<file path="src/rtl/conv_mem_pkg.sv">
// Shared types and constants for the conv-layer output-memory write path.
// Holds the run-state encoding, default layer geometry and the helper
// used to range-check the highest address a configuration can generate.
package conv_mem_pkg;

   typedef enum logic [1:0] {
      ST_IDLE = 2'd0,
      ST_RUN  = 2'd1,
      ST_DONE = 2'd2
   } state_e;

   // conv1: 12x12 output map, 5x5 kernel
   localparam int CONV1_OUTS   = 144;
   localparam int CONV1_STRIDE = 144;
   localparam int CONV1_CYCLES = 25;

   // conv2: 4x4 output map, 5x5 kernel over 6 input channels
   localparam int CONV2_OUTS   = 16;
   localparam int CONV2_STRIDE = 16;
   localparam int CONV2_CYCLES = 150;

   // Highest address written by any port during a complete run.
   function automatic longint conv_last_addr(input longint base,
                                             input longint stride,
                                             input int     num_ports,
                                             input int     outs);
      return base + longint'(num_ports - 1) * stride + longint'(outs) - 1;
   endfunction

endpackage

</file>
<file path="src/rtl/cycle_tick_counter.sv">
// Modulo-N cycle counter with enable and synchronous clear.
// tick is high while the count sits at N-1, i.e. on the last enabled
// cycle of each period; with N=1 tick is permanently high.
module cycle_tick_counter
   import conv_mem_pkg::*;
#(
   parameter int N = CONV1_CYCLES
) (
   input  logic clk,
   input  logic reset,
   input  logic clear,
   input  logic en,
   output logic tick
);

   localparam int             CNT_W = (N > 1) ? $clog2(N) : 1;
   localparam logic [CNT_W-1:0] LAST = CNT_W'(N - 1);

   logic [CNT_W-1:0] cnt_q;
   logic [CNT_W-1:0] cnt_d;

   // Next count: clear wins, otherwise advance and wrap at N-1 when enabled.
   always_comb begin
      cnt_d = cnt_q;
      if (clear) begin
         cnt_d = '0;
      end else if (en) begin
         cnt_d = (cnt_q == LAST) ? '0 : cnt_q + CNT_W'(1);
      end
   end

   // Count register.
   always_ff @(posedge clk or posedge reset) begin
      if (reset) begin
         cnt_q <= '0;
      end else begin
         cnt_q <= cnt_d;
      end
   end

   assign tick = (cnt_q == LAST);

endmodule

</file>
<file path="src/rtl/conv_mem_write_gen.sv">
// Write-address generator for convolution output memories.
// Drives NUM_PORTS bank addresses that step together, one output per
// CYCLES_PER_OUT enabled cycles, under start/busy/done control.
// Optional build macro CONV_MEM_WR_HANDSHAKE_EN: replaces the fixed cycle
// counter with a data_valid input, so each enable & data_valid cycle
// writes one output.
module conv_mem_write_gen
   import conv_mem_pkg::*;
#(
   parameter int ADDR_W         = 10,
   parameter int NUM_PORTS      = 2,
   parameter int BASE_ADDR      = 0,
   parameter int PORT_STRIDE    = CONV1_STRIDE,
   parameter int OUTS_PER_PORT  = CONV1_OUTS,
   parameter int CYCLES_PER_OUT = CONV1_CYCLES,
   localparam int IDX_W = (OUTS_PER_PORT > 1) ? $clog2(OUTS_PER_PORT) : 1
) (
   input  logic                        clk,
   input  logic                        reset,
   input  logic                        start,
   input  logic                        enable,
`ifdef CONV_MEM_WR_HANDSHAKE_EN
   input  logic                        data_valid,
`endif
   output logic [NUM_PORTS*ADDR_W-1:0] addr,
   output logic                        we,
   output logic [IDX_W-1:0]            out_idx,
   output logic                        busy,
   output logic                        done
);

   // Base address of every port, packed port 0 in the low bits.
   function automatic logic [NUM_PORTS-1:0][ADDR_W-1:0] base_vec();
      logic [NUM_PORTS-1:0][ADDR_W-1:0] v;
      for (int p = 0; p < NUM_PORTS; p++) begin
         v[p] = ADDR_W'(BASE_ADDR + p * PORT_STRIDE);
      end
      return v;
   endfunction

   localparam logic [NUM_PORTS-1:0][ADDR_W-1:0] BASE_VEC = base_vec();
   localparam logic [IDX_W-1:0]                 LAST_IDX = IDX_W'(OUTS_PER_PORT - 1);

   // Reject configurations whose last address would wrap the address space.
   if (conv_last_addr(longint'(BASE_ADDR), longint'(PORT_STRIDE), NUM_PORTS,
                      OUTS_PER_PORT) >= (longint'(1) << ADDR_W)) begin : g_addr_range_err
      $error("conv_mem_write_gen: highest address does not fit in ADDR_W bits");
   end
   if (CYCLES_PER_OUT < 1) begin : g_cycles_err
      $error("conv_mem_write_gen: CYCLES_PER_OUT must be at least 1");
   end
   if (OUTS_PER_PORT < 1) begin : g_outs_err
      $error("conv_mem_write_gen: OUTS_PER_PORT must be at least 1");
   end

   state_e                           state_q;
   state_e                           state_d;
   logic [IDX_W-1:0]                 out_idx_q;
   logic [IDX_W-1:0]                 out_idx_d;
   logic [NUM_PORTS-1:0][ADDR_W-1:0] addr_q;
   logic [NUM_PORTS-1:0][ADDR_W-1:0] addr_d;
   logic                             done_q;
   logic                             done_d;

   logic start_acc;   // start honoured only outside RUN
   logic out_tick;    // this cycle completes one output when enabled
   logic we_int;

   assign start_acc = start & (state_q != ST_RUN);

`ifdef CONV_MEM_WR_HANDSHAKE_EN
   // The MAC pipeline says when a result is ready; no fixed cadence.
   assign out_tick = data_valid;
`else
   cycle_tick_counter #(
      .N (CYCLES_PER_OUT)
   ) u_cycle_cnt (
      .clk   (clk),
      .reset (reset),
      .clear (start_acc),
      .en    ((state_q == ST_RUN) & enable),
      .tick  (out_tick)
   );
`endif

   assign we_int = (state_q == ST_RUN) & enable & out_tick;

   // Next-state and address/index update: load bases on an accepted start,
   // step all ports together after each write, park on the last write.
   always_comb begin
      state_d   = state_q;
      out_idx_d = out_idx_q;
      addr_d    = addr_q;
      done_d    = done_q;
      unique case (state_q)
         ST_IDLE, ST_DONE: begin
            if (start) begin
               state_d   = ST_RUN;
               out_idx_d = '0;
               addr_d    = BASE_VEC;
               done_d    = 1'b0;
            end
         end
         ST_RUN: begin
            if (we_int) begin
               if (out_idx_q == LAST_IDX) begin
                  state_d = ST_DONE;
                  done_d  = 1'b1;
               end else begin
                  out_idx_d = out_idx_q + IDX_W'(1);
                  for (int p = 0; p < NUM_PORTS; p++) begin
                     addr_d[p] = addr_q[p] + ADDR_W'(1);
                  end
               end
            end
         end
         default: begin
            state_d = ST_IDLE;
         end
      endcase
   end

   // State, index, address and done registers.
   always_ff @(posedge clk or posedge reset) begin
      if (reset) begin
         state_q   <= ST_IDLE;
         out_idx_q <= '0;
         addr_q    <= BASE_VEC;
         done_q    <= 1'b0;
      end else begin
         state_q   <= state_d;
         out_idx_q <= out_idx_d;
         addr_q    <= addr_d;
         done_q    <= done_d;
      end
   end

   assign addr    = addr_q;
   assign we      = we_int;
   assign out_idx = out_idx_q;
   assign busy    = (state_q == ST_RUN);
   assign done    = done_q;

endmodule
</file>
<file path="config.mk">
export PLATFORM = sky130hd
export DESIGN_NAME = conv_mem_write_gen
export DESIGN_NICKNAME = d
export VERILOG_FILES = /design/src/rtl/conv_mem_pkg.sv /design/src/rtl/cycle_tick_counter.sv /design/src/rtl/conv_mem_write_gen.sv
export SDC_FILE = /design/constraint.sdc
export NUM_CORES = 1
export LEC_CHECK = 0
export BUFFER_PORTS_ARGS = -buffer_cell sky130_fd_sc_hd__buf_4
export CAP_MARGIN = 20
export CORE_UTILIZATION = 45
export DETAILED_ROUTE_END_ITERATION = 10
export PLACE_DENSITY_LB_ADDON = 0.25
export SYNTH_ARGS = -nofsm -noshare
export SYNTH_HDL_FRONTEND = slang
export SYNTH_SLANG_ARGS = --single-unit
</file>
<file path="constraint.sdc">
create_clock -name clk -period 4.9 [get_ports clk]
set_clock_uncertainty 0.2 [all_clocks]
set_input_delay 0.735 -clock clk [delete_from_list [all_inputs] [get_ports clk]]
set_output_delay 0.735 -clock clk [all_outputs]
set_load 0.005 [all_outputs]
</file>
Yosys cells after proc, flatten, opt, wreduce, memory -nomap -nowiden
Cells that the tools add are included.
{"block": "word_totals", "ff_bits": 36, "inputBits": 4, "out_inout_bits": 31, "elab_cells": 48}
{"block": "classes", "add_sub_neg": 4, "eq_ne": 9, "muxes": 19, "n_bitwise": 3, "reduce_logical": 7}
{"op": "20-bit 2-to-1 mux", "count": 3}
{"op": "20-bit one-hot mux with 2 select lines", "count": 1}
{"op": "8-bit 2-to-1 mux", "count": 3}
{"op": "10-bit by 1-bit adder with 10-bit output (second input constant)", "count": 2}
{"op": "8-bit one-hot mux with 2 select lines", "count": 1}
{"op": "5-bit 2-to-1 mux", "count": 3}
{"op": "8-bit by 1-bit adder with 8-bit output (second input constant)", "count": 1}
{"op": "8-bit equality test (second input constant)", "count": 1}
{"op": "4-bit AND reduction", "count": 2}
{"op": "2-bit 2-to-1 mux", "count": 3}
{"op": "2-bit != test (second input constant)", "count": 3}
{"op": "5-bit by 1-bit adder with 5-bit output (second input constant)", "count": 1}
{"op": "5-bit equality test (second input constant)", "count": 1}
{"op": "2-bit by 1-bit != test with 1-bit output (second input constant)", "count": 2}
{"op": "2-bit one-hot mux with 2 select lines", "count": 1}
{"op": "2-bit nonzero test", "count": 2}
{"op": "1-bit bitwise AND", "count": 3}
{"op": "1-bit 2-to-1 mux", "count": 3}
{"op": "3-bit AND reduction", "count": 1}
{"op": "2-bit by 1-bit equality test with 1-bit output (second input constant)", "count": 1}
{"op": "2-bit equality test (second input constant)", "count": 1}
{"op": "2-bit zero test", "count": 1}
{"op": "1-bit one-hot mux with 2 select lines", "count": 1}
{"op": "2-bit OR reduction", "count": 1}

Logic depth before layout (Yosys ltp)
{"block": "logic_depth", "word_depth": 5, "depth_mapped": 8, "depth_no_buf": 6}

Modules after synthesis
A second synthesis with hierarchy kept.
{"block": "unflattened", "hier_cells": 204, "area_unflattened_um2": 1966.9}
{"mod": "conv_mem_write_gen", "instances": 1, "cells_each": 172, "area_per_inst_um2": 1667.8, "seq_area_each_um2": 778.2}
{"mod": "cycle_tick_counter", "instances": 1, "cells_each": 32, "area_per_inst_um2": 299.0, "seq_area_each_um2": 125.1}

Least setup slack after synthesis
OpenSTA, ideal clock, no wires.
{"block": "synth_timing", "path_kind": "input to register", "startpoint": "in enable", "endpoint": "reg out_idx_q[5], in the netlist out_idx[5]", "setup_ns": 0.124, "arrival_time_ns": 1.983, "t_required_ns": 4.576, "path_slack_ns": 2.593, "stages": 7, "path_buffers": 3, "cell_sequence": "buf_2 -> nand3b_1 -> a211o_1 -> and2_1 -> buf_6 -> buf_6 -> a211o_1"}
{"block": "synth_between", "elab_chain_cells": 4}
{"element": "start: declaration", "line_no": "conv_mem_write_gen.sv:21", "text": "input logic enable,"}
{"element": "1-bit bitwise AND (2 in series)", "line_no": "conv_mem_write_gen.sv:86", "text": "assign we_int = (state_q == ST_RUN) & enable & out_tick;"}
{"element": "2-bit != test (no line)"}
{"element": "4-bit AND reduction (no line)"}
{"element": "end signal: assignment", "line_no": "conv_mem_write_gen.sv:132", "text": "out_idx_q <= out_idx_d;"}
{"element": "end: declaration", "line_no": "conv_mem_write_gen.sv:58", "text": "logic [IDX_W-1:0] out_idx_q;"}
Every way passes these cells.
A chain may end at the register's enable or synchronous reset.

Worst setup path in the final report
{"block": "layout_timing", "startpoint": "reg out_idx_q[4], in the netlist out_idx[4]", "endpoint": "reg addr_q (netlist bit addr[1])"}
{"block": "layout_between", "elab_chain_cells": 3}
{"element": "8-bit equality test", "line_no": "conv_mem_write_gen.sv:106", "text": "if (out_idx_q == LAST_IDX) begin"}
{"element": "2-bit != test (no line)"}
{"element": "4-bit AND reduction (no line)"}
{"element": "end signal: assignment", "line_no": "conv_mem_write_gen.sv:133", "text": "addr_q <= addr_d;"}
{"element": "end: declaration", "line_no": "conv_mem_write_gen.sv:60", "text": "logic [NUM_PORTS-1:0][ADDR_W-1:0] addr_q;"}
Every way passes these cells.

==> key figures <==
Power and ir drop
  • PD cells: 291 nW/µm²
  • Pleak: 1.19 nW
  • Seq pwr share: 53.8%
  • Sw Share: 28.4%
  • Net switching power figure: around 0.19 mW
  • P_int: 0.485 mW
  • Worst vdd ir: 0.180 mV
  • Tot Pwr: 0.677 mW
  • Comb pwr share: ~14%
  • Clk pwr share: about a third

Layout
  • Area growth, synth to finish: 18.8%
  • Nets: 249
  • Non-Filler Instances: 291
  • Layout cells sized above 1: roughly 21%
  • Ant. Diodes: 0

Placed design
  • Dpl hpwl: ~2.8 mm
  • Port bufs: 34
  • Cell count after placement: 282
  • Final Wtd Congestion: 0.789

GRT
  • Largest net degree at the start of global routing: 37
  • First-pass GRT wire length: about 6.7 mm
  • Vias in the first global route: 1,410
  • Grt ovf: 0
  • Antenna violations before repair: 0
  • GRT Resource Usage Total: 19.7%

STA
  • Setup_tns: 0 ns
  • Final Hold Viols: 0
  • FMAX: 327 MHz
  • Max_slew headroom: 35.7%
  • RSZ-0062 raised after global routing: no
  • Tmin final: roughly 3.1 ns
  • Final Max Slew Viols: 0
  • Final setup violation count: 0
  • Worst Tran Pin Value: 0.964 ns
  • Hold slack final: ~0.31 ns
  • Final Cycle Share: 62.4%

Drt
  • Per-cell routed wire length: 14.7 µm
  • Post-route ant nets: 0
  • Pre-antenna DRT Iters: 4
  • Vias: 1,694
  • DRC: 0
  • Routed WL: around 4.3 mm
  • Via/cell ratio: 5.82
  • Initial detailed-routing violation count: 92

Logic synthesis
  • Synth top area share: 43.4%
  • Post-Synthesis Cells: 207
  • Avg Inst Size Synth: 9.47 µm²
  • Cell area after synthesis: 1960 µm²
  • Count leader, synth: dfrtp_1
  • Yosys reg bits: 36
  • EDFF count, synth: 0
  • Top_reg_cell synth: dfrtp_1
  • Post-synth cell types: 46
  • Register area share after synthesis: 46.1%
  • Synth top cells by count: dfrtp_1 (34), nand2_1 (20), nand3_1 (20), o21ai_0 (18), a21oi_1 (11)
  • Asr flop ratio synth: 100%
  • Top cells by area, synth: dfrtp_1 (43%), nand3_1 (5.1%), o21ai_0 (4.6%)
  • Synth warnings: 0
  • Syn nets: 216
  • Area leader, netlist: dfrtp_1

Clock network
  • CTS resizes: 0
  • CTS buffer count: 5
  • Setup bufs post-CTS: 0
  • CTS Sinks: 36
  • H-tree depth: 2
  • Worst-case clock buffer depth: 2
  • CTS Root Cell: clkbuf_8
  • CTS tree: built
  • Worst-path clk slew: 0.07 ns
  • CTS Hold Bufs: 0
  • Worst-skew pair later-pin latency: 0.29 ns

Floorplan
  • Core area: 4090 µm²
  • Width of the die: 68.0 µm
  • I/O Pins: 35
  • Number of core rows: 23
  • Die ar.: 4620 µm²
  • Starting density of the core: ~48%
  • Die height: between 60 and 70 µm

Status
  • Status: completed

Setup path
  • Startpoint Class: register
  • WS Path Type: register to register
  • R2r setup slk: 1.84 ns
  • Endpoint type of the worst setup path: register
  • Arrival time worst endpoint: 3.00 ns
  • CP Cell Sequence: nor4b_1, a211o_1, and2_1, o21ai_0
  • CP peak stage delay: 0.86 ns
  • CP required: 4.85 ns
  • Worst Path Max Fanout: 33
  • Crit path max-delay family: simple AND/OR/NAND/NOR gates
  • Worst path slowest cell: a211o_1
  • Buf+Inv Stages, Crit Path: 0

Flow run
  • Number of max-cap violations: 0

Worst hold path
  • Tightest Hold Check Type: register to register
==> tightest hold or removal path, cell delays in order, from the launching register on <==
cell,delay [ns]
dfrtp_1,0.35
nand2_1,0.05
o21ai_0,0.07
==> cell families after synthesis <==
kind of cell | after synthesis | synth area share, %
compound gates | 58 | 19.7
xor+xnor | 2 | 0.894
fa+ha+maj | 5 | 3.19
buf+inv | 17 | 4.66
flops | 36 | 46.1
mux | 2 | 1.02
simple gates | 87 | 24.4
==> routing by layer <==
layer	vias to the layer above	routed length, µm	GRT usage (%)
met5	-	0	0
met4	0	48	5.47
met3	5	178	5.67
met2	39	1860	28.2
met1	815	2190	28.7
li1	835	-	-
==> layout by cell type (no fill, tap or decap), types with 3 or more instances in the layout <==
cell      instances
clkbuf_8          6
a21oi_1          11
ha_1              5
nand4_1           6
nand3_1          20
nor3_1            7
nand2_1          20
nor2_1            5
dfrtp_1          34
o21ai_0          18
inv_1             7
and3_1            8
a211o_1           8
buf_4            35
a31oi_1           3
o31ai_1           3
and2_1            4
==> worst paths after layout <==
path                            startpoint  endpoint  cells past startpoint
max in group asynchronous            reset  addr[17]                      3
min in group asynchronous            reset      done                      3
worst min register to register        done      done                      2
worst min-delay path                  done      done                      2
worst max-delay path            out_idx[4]   addr[1]                      4
worst max register to register  out_idx[4]   addr[1]                      4
==> power by group through the flow <==
| stage | clock network, mW | registers, mW | logic [mW] |
|---|---|---|---|
| 3_3_place_gp | 0 | 0.368 | 0.0937 |
| 5_1_grt | 0.234 | 0.371 | 0.109 |
| 6_report | 0.218 | 0.364 | 0.0950 |
| 4_1_cts | 0.222 | 0.363 | 0.0959 |
| 2_1_floorplan | 0 | 0.361 | 0.0635 |
| 3_5_place_dp | 0 | 0.368 | 0.0954 |
==> metrics by stage <==
step	cell area (µm²)	setup slack [ns]	utilization, %
floorplan	1960	2.59	-
global placement	2230	1.91	54.5
detailed placement	2230	1.84	54.5
CTS	2320	1.83	56.7
global route	2330	1.54	57.0
finish	2330	1.84	57.0
==> state kept, by name (all words and copies together), names as in the netlist <==
name and cells:
done 1, out_idx 8, state_q 2, u_cycle_cnt.cnt_q 5, addr 20
==> cell type report <==
class / count / area [µm²]
Clock buffer: 6 / 82.6
Clock inverter: 2 / 10.0
Fill cell: 398 / 1760
Inverter: 7 / 26.3
Multi-Input combinational cell: 154 / 971
Sequential cell: 36 / 903
Tap cell: 50 / 62.6
Timing Repair Buffer: 36 / 274
Note: power is estimated with default switching activity, not from simulation.
